### config.mk
export PLATFORM = sky130hd
export DESIGN_NAME = uart_tx
export DESIGN_NICKNAME = d
export VERILOG_FILES = /design/src/rtl/uart_tx_pkg.sv /design/src/rtl/uart_tx_baud.sv /design/src/rtl/uart_tx.sv
export SDC_FILE = /design/constraint.sdc
export NUM_CORES = 1
export LEC_CHECK = 0
export CORE_MARGIN = 2
export CORE_UTILIZATION = 55
export CTS_BUF_LIST = sky130_fd_sc_hd__clkbuf_4 sky130_fd_sc_hd__clkbuf_8 sky130_fd_sc_hd__clkbuf_16
export DETAILED_ROUTE_END_ITERATION = 8
export GPL_TIMING_DRIVEN = 0
export PLACE_DENSITY = 0.76
export SLEW_MARGIN = 10
export SYNTH_ARGS = -nofsm -noshare
export SYNTH_HDL_FRONTEND = slang
export SYNTH_HIERARCHICAL = 1
export SYNTH_SLANG_ARGS = --single-unit
### constraint.sdc
create_clock -name CLK -period 2.79 [get_ports CLK]
set_input_delay 0.4185 -clock CLK [delete_from_list [all_inputs] [get_ports CLK]]
set_output_delay 0.4185 -clock CLK [all_outputs]
set_load 0.02 [all_outputs]
### src/rtl/uart_tx_pkg.sv
// uart_tx_pkg: shared definitions for the UART transmitter.
//   tx_state_t - FSM state codes, also presented on STATUS. The codes match
//                the receiver (uart_fsm) so STATUS decodes the same on both
//                sides: IDLE=000, START=001, DATA=011, STOP=100 (010 unused).
//   cnt_width  - counter width for a modulo-n counter (at least 1 bit).
package uart_tx_pkg;

  typedef enum logic [2:0] {
    S_IDLE  = 3'b000,
    S_START = 3'b001,
    S_DATA  = 3'b011,
    S_STOP  = 3'b100
  } tx_state_t;

  function automatic int cnt_width(input int n);
    return (n <= 2) ? 1 : $clog2(n);
  endfunction

endpackage

### src/rtl/uart_tx_baud.sv
// uart_tx_baud: CE-gated modulo-CLK_PER_BIT bit-period counter.
//   CLK      in  system clock
//   CE       in  clock enable; counter frozen when low
//   RESTART  in  synchronous restart to 0 (frame start, reset); wins over CE
//   TICK     out high in the CE cycle where the count is CLK_PER_BIT-1,
//                i.e. the last cycle of a bit period
module uart_tx_baud
  import uart_tx_pkg::*;
#(
  parameter int CLK_PER_BIT = 1600
) (
  input  logic CLK,
  input  logic CE,
  input  logic RESTART,
  output logic TICK
);

  localparam int CW = cnt_width(CLK_PER_BIT);
  localparam logic [CW-1:0] LAST = CW'(CLK_PER_BIT - 1);

  logic [CW-1:0] cnt;

  always_ff @(posedge CLK) begin
    if (RESTART) begin
      cnt <= '0;
    end else if (CE) begin
      cnt <= (cnt == LAST) ? '0 : cnt + 1'b1;
    end
  end

  assign TICK = CE & (cnt == LAST);

endmodule

### src/rtl/uart_tx.sv
// uart_tx: 8N1-style UART transmitter (start=0, data LSB first, stop=1).
//   CLK     in  system clock, all logic on posedge
//   CLR     in  synchronous active-high reset, overrides CE; aborts a frame
//   CE      in  clock enable; all state frozen when low, DONE forced low
//   DATA    in  byte to send, sampled only on an accepted WR
//   WR      in  write strobe, accepted when CE and the FSM is idle
//   TX      out serial line (registered), idle high
//   BUSY    out high from the cycle after acceptance until the frame ends
//   DONE    out one-CLK pulse on return to IDLE after the stop bit(s)
//   STATUS  out current FSM state code (see uart_tx_pkg)
module uart_tx
  import uart_tx_pkg::*;
#(
  parameter int CLK_PER_BIT = 1600,
  parameter int DATA_BITS   = 8,
  parameter int STOP_BITS   = 1
) (
  input  logic                 CLK,
  input  logic                 CLR,
  input  logic                 CE,
  input  logic [DATA_BITS-1:0] DATA,
  input  logic                 WR,
  output logic                 TX,
  output logic                 BUSY,
  output logic                 DONE,
  output logic [2:0]           STATUS
);

  // One counter serves both data bits and stop bits (STOP_BITS <= DATA_BITS).
  localparam int BW = cnt_width(DATA_BITS);
  localparam logic [BW-1:0] LAST_DATA = BW'(DATA_BITS - 1);
  localparam logic [BW-1:0] LAST_STOP = BW'(STOP_BITS - 1);

  tx_state_t            state;
  logic [DATA_BITS-1:0] shreg;
  logic [BW-1:0]        bitcnt;
  logic                 tick;
  logic                 accept;

  assign accept = CE & WR & (state == S_IDLE);

  uart_tx_baud #(
    .CLK_PER_BIT(CLK_PER_BIT)
  ) u_baud (
    .CLK    (CLK),
    .CE     (CE),
    .RESTART(CLR | accept),
    .TICK   (tick)
  );

  always_ff @(posedge CLK) begin
    if (CLR) begin
      state  <= S_IDLE;
      TX     <= 1'b1;
      BUSY   <= 1'b0;
      DONE   <= 1'b0;
      bitcnt <= '0;
      shreg  <= '0;
    end else begin
      DONE <= 1'b0;
      if (CE) begin
        case (state)
          S_IDLE: begin
            TX   <= 1'b1;
            BUSY <= 1'b0;
            if (WR) begin
              shreg  <= DATA;
              bitcnt <= '0;
              state  <= S_START;
              TX     <= 1'b0;
              BUSY   <= 1'b1;
            end
          end
          S_START: begin
            if (tick) begin
              state  <= S_DATA;
              TX     <= shreg[0];
              shreg  <= shreg >> 1;
              bitcnt <= '0;
            end
          end
          S_DATA: begin
            if (tick) begin
              if (bitcnt == LAST_DATA) begin
                state  <= S_STOP;
                TX     <= 1'b1;
                bitcnt <= '0;
              end else begin
                TX     <= shreg[0];
                shreg  <= shreg >> 1;
                bitcnt <= bitcnt + 1'b1;
              end
            end
          end
          S_STOP: begin
            if (tick) begin
              if (bitcnt == LAST_STOP) begin
                state <= S_IDLE;
                BUSY  <= 1'b0;
                DONE  <= 1'b1;
              end else begin
                bitcnt <= bitcnt + 1'b1;
              end
            end
          end
          default: begin
            state <= S_IDLE;
            TX    <= 1'b1;
            BUSY  <= 1'b0;
          end
        endcase
      end
    end
  end

  assign STATUS = state;

endmodule
==> impl_table.tex <==
\begin{tabular}{lr}
\hline
Metric & Value \\
\hline
\multicolumn{2}{l}{\textbf{Status}} \\
\quad Run status & completed \\
\multicolumn{2}{l}{\textbf{Logic synthesis}} \\
\quad Synthesized flop and latch total & 28 \\
\quad Count of cell types in the netlist & 48 \\
\quad Ranking of synthesized cells by area & dfxtp\_1 (36\%), mux2i\_1 (5.8\%), nor2\_1 (3.9\%), nand2b\_1 (3.6\%), ha\_1 (3.2\%) \\
\quad Combinational family with the most area after synthesis & simple AND/OR/NAND/NOR gates \\
\quad Sequential share of the synthesized area & 36.2\% \\
\quad Mapped Avg Cell Area & roughly 9.0 um2 \\
\quad Post-Synthesis Net Count & 187 \\
\quad Post-synthesis async set-or-reset flop share & 0\% \\
\quad Area share of xor/xnor cells in the synthesized design & between 1.5 and 2\% \\
\quad Summed instance area of the synthesized netlist & 0.00155 mm2 \\
\quad Gate count of the mapped netlist & 171 \\
\quad Post-synthesis mux area share & 7.52\% \\
\quad Adder-cell share of the synthesized area & 3.24\% \\
\quad Fraction of the mapped netlist area in simple logic gates & 28.6\% \\
\quad Primary flip-flop cell chosen by synthesis mapping & dfxtp\_1 \\
\quad Top cell type by total area after synthesis & dfxtp\_1 \\
\quad Fraction of post-synthesis cell area in the top cell type by area & 36.2\% \\
\quad Yosys Warn Count & 6 \\
\quad Post-synth EDFFs & 0 \\
\quad Synth Area in Compound Gates & 18.4\% \\
\multicolumn{2}{l}{\textbf{Placement}} \\
\quad Global placer's final weighted congestion & 0.885 \\
\quad Count of input and output buffers & 17 \\
\quad Half-perimeter wire length after placement & roughly 2400 um \\
\quad Placed instance count & about 220 \\
\quad Post-Place Worst Slack & -336 ps \\
\multicolumn{2}{l}{\textbf{Route}} \\
\quad Initial DRT Pass Iterations & 4 \\
\quad DRC & 0 \\
\quad Via count & 1325 \\
\quad Avg WL per Cell & about 14 um \\
\quad DRT iter0 DRCs & 45 \\
\quad Sum of routed wire length over all layers & 3190 um \\
\quad Via count normalized by instance count & 5.94 \\
\quad Antenna-violating nets left & 0 \\
\multicolumn{2}{l}{\textbf{Power and ir drop}} \\
\quad Worst IR drop on VDD & 0.346 mV \\
\quad Final total power & 0.805 mW \\
\quad Cell Pwr Density & 448 mW/mm2 \\
\quad Switching portion of total power & 27.7\% \\
\quad Power share of the combinational group & a little over a fifth \\
\quad Share of total power in sequential cells & a little over half \\
\quad Internal power & 0.582 mW \\
\quad Static Leak & 0.658 nW \\
\quad Proportion of power drawn by the clock network & about a quarter \\
\quad Switching power total & 0.223 mW \\
\multicolumn{2}{l}{\textbf{Setup path}} \\
\quad Kind of start point of the critical path & primary input \\
\quad Worst-path maximum fanout & 13 \\
\quad Worst setup path category & in2reg \\
\quad R2R Setup Slk & $\sim$280 ps \\
\quad CP required & 3030 ps \\
\quad End of the worst register-to-register path & bitcnt[0] \\
\quad Worst R2R Path Depth & 6 \\
\quad Arrival time reported for the critical path endpoint & a little under 3000 ps \\
\quad Type of element capturing the critical path & flop \\
\quad Worst r2r src & u\_baud/cnt[7] \\
\multicolumn{2}{l}{\textbf{Clock network}} \\
\quad Clock H-tree levels & 1 \\
\quad Total clock buffers created by CTS & 3 \\
\quad Clock network latency to the later pin of the worst-skew pair & 330 ps \\
\quad Number of buffers on the longest clock path & 2 \\
\quad TritonCTS clock tree & done \\
\quad Number of sinks driven by the clock tree & 28 \\
\quad Library cell used as clock root buffer & clkbuf\_4 \\
\quad Post-CTS Hold Buffers & 0 \\
\quad Post-CTS clock slew at the launch and capture registers of the worst setup and hold paths & 150 ps \\
\multicolumn{2}{l}{\textbf{Layout}} \\
\quad Final core area utilization & 66.3\% \\
\quad Area growth from synthesis to layout & 16.2\% \\
\quad Leading cell type in the layout, fill and taps excluded & dfxtp\_1 \\
\quad Number of standard cells in the layout, taps in and fillers out & between 200 and 250 \\
\quad NumNets Final & 209 \\
\quad Filler cell count & 238 \\
\quad Antenna cells & 0 \\
\quad Ratio of cells with drive above 1 in the final layout & roughly a tenth \\
\quad Top library cells by usage in the layout, fill and taps aside & dfxtp\_1 (28), clkdlybuf4s50\_1 (17), nor2\_1 (16) \\
\multicolumn{2}{l}{\textbf{Worst hold path}} \\
\quad Hold Crit Class & reg2reg \\
\quad Hold Crit Start & shreg[7] \\
\quad WHS Endpoint & shreg[7] \\
\quad Number of cells traversed by the worst hold path & 2 \\
\multicolumn{2}{l}{\textbf{Timing}} \\
\quad Slew HR & between 60\% and 70\% \\
\quad Measured slew at the worst slew-check pin & about 490 ps \\
\quad Setup violation total in the final timing report & 0 \\
\quad Achievable frequency & 378 MHz \\
\quad Final slew viol count & 0 \\
\quad Final Hold Fails & 0 \\
\quad Unrepaired setup endpoints after global routing & false \\
\quad Setup clock skew after layout & between 3 and 4 ps \\
\quad Final worst setup slack & 144 ps \\
\quad Share of the clock period used by the worst path after layout & between 90\% and 100\% \\
\quad Shortest clock period the worst path allows after layout & 2650 ps \\
\multicolumn{2}{l}{\textbf{GRT}} \\
\quad Met2 routing resource usage after global routing & around 37\% \\
\quad Via count of the first global-routing pass & about 1300 \\
\quad Global-route wire length before repair & 5590 um \\
\quad Initial antenna violation count & 0 \\
\quad Global routing usage summed across all routing layers & between 20\% and 30\% \\
\quad Most Used Layer, Global Route & met2 \\
\quad GRT met3 Usage & 2.49\% \\
\quad Met1 demand-to-capacity share in global routing & 27.5\% \\
\quad Maximum number of pins on one net before global-route repair & 16 \\
\quad Total congestion overflow after global routing & 0 \\
\multicolumn{2}{l}{\textbf{Floorplan}} \\
\quad Core footprint & $\sim$0.0027 mm2 \\
\quad Cell row count & 19 \\
\quad Top-level port count & 18 \\
\quad Y dimension of the die & 57.0 um \\
\quad Area of the die & 0.00325 mm2 \\
\quad Initial Utilization & a little under three fifths \\
\quad Die Width & 57.0 um \\
\multicolumn{2}{l}{\textbf{Job}} \\
\quad Max-cap viol count & 0 \\
\hline
\end{tabular}
## how the worst max path moves through the flow
stage / from / to / slack, ps / cells after the start
6_report: CE / bitcnt[0] / 140 / 6
5_1_grt: CE / shreg[6] / 10 / 8
4_1_cts: CE / bitcnt[0] / 40 / 6
3_5_place_dp: CE / bitcnt[0] / -340 / 6
3_3_place_gp: CE / bitcnt[0] / -270 / 6
2_1_floorplan: u_baud/cnt[6] / bitcnt[0] / 450 / 6
## metal layers
metal  vias to the layer above  share of wire (%)  wire length (um)
li1                        672                  -                 -
met1                       624                 47              1500
met2                        25                 48              1530
met3                         4                3.7               117
met4                         0                1.4                44
met5                         -                  0                 0
## Yosys cell counts (all sizes together), types with 5 or more instances
cell	count
nand2b	9
a211oi	8
inv	7
dfxtp	28
nand3	6
nor2	16
mux2i	9
nand2	9
nor3	5
o31ai	5
o21ai	5
a21oi	9
## power groups by stage
stage          registers, mW  clock network (mW)  logic [mW]
2_1_floorplan          0.447                   0       0.111
3_3_place_gp           0.442                   0       0.162
3_5_place_dp           0.443                   0       0.169
4_1_cts                0.435               0.211       0.170
5_1_grt                0.438               0.221       0.184
6_report               0.434               0.202       0.168
## cell families after synthesis
kind of cell / Yosys count
mux: 11
simple gates: 75
buf+inv: 13
fa+ha+maj: 4
compound gates: 37
xor+xnor: 3
flops: 28
## critical path, cell delays in order
cell and delay, ps:
clkdlybuf4s50_1 740, nand3_1 310, nor3_2 300, or3b_1 380, a221o_2 420, mux2_4 310
## registers in the layout, summed over array words and instances, names as in the netlist
signal and cells:
BUSY 1, DONE 1, STATUS 3, TX 1, bitcnt 3, shreg 8
u_baud/cnt 11
## cell type report
type / count / area, um2 / share of cell area, %
plain buffers: 6 / 40.0 / 2.23
clock buffers: 4 / 36.3 / 2.02
multi-input cells: 130 / 925 / 51.5
inverters: 7 / 26.3 / 1.46
repair buffers: 17 / 170 / 9.47
well taps: 31 / 38.8 / 2.16
flip-flops and latches: 28 / 561 / 31.2
## timing repair
action                                  in CTS  in global routing
buffers inserted                             0                  0
resized for setup                            0                  1
endpoints found under the setup margin       0                  9
endpoints found under the hold margin        0                  0
## metrics by stage
step / cell area [um2] / hold slack [ps] / setup TNS (ps)
after detailed placement: 1760 / 465 / -2760
after floorplan: 1550 / 445 / 0
final: 1800 / 479 / 0
after CTS: 1790 / 486 / 0
after global routing: 1800 / 506 / 0
after global placement: 1760 / 459 / -1940
No activity file was read; power rests on OpenSTA's default activity.
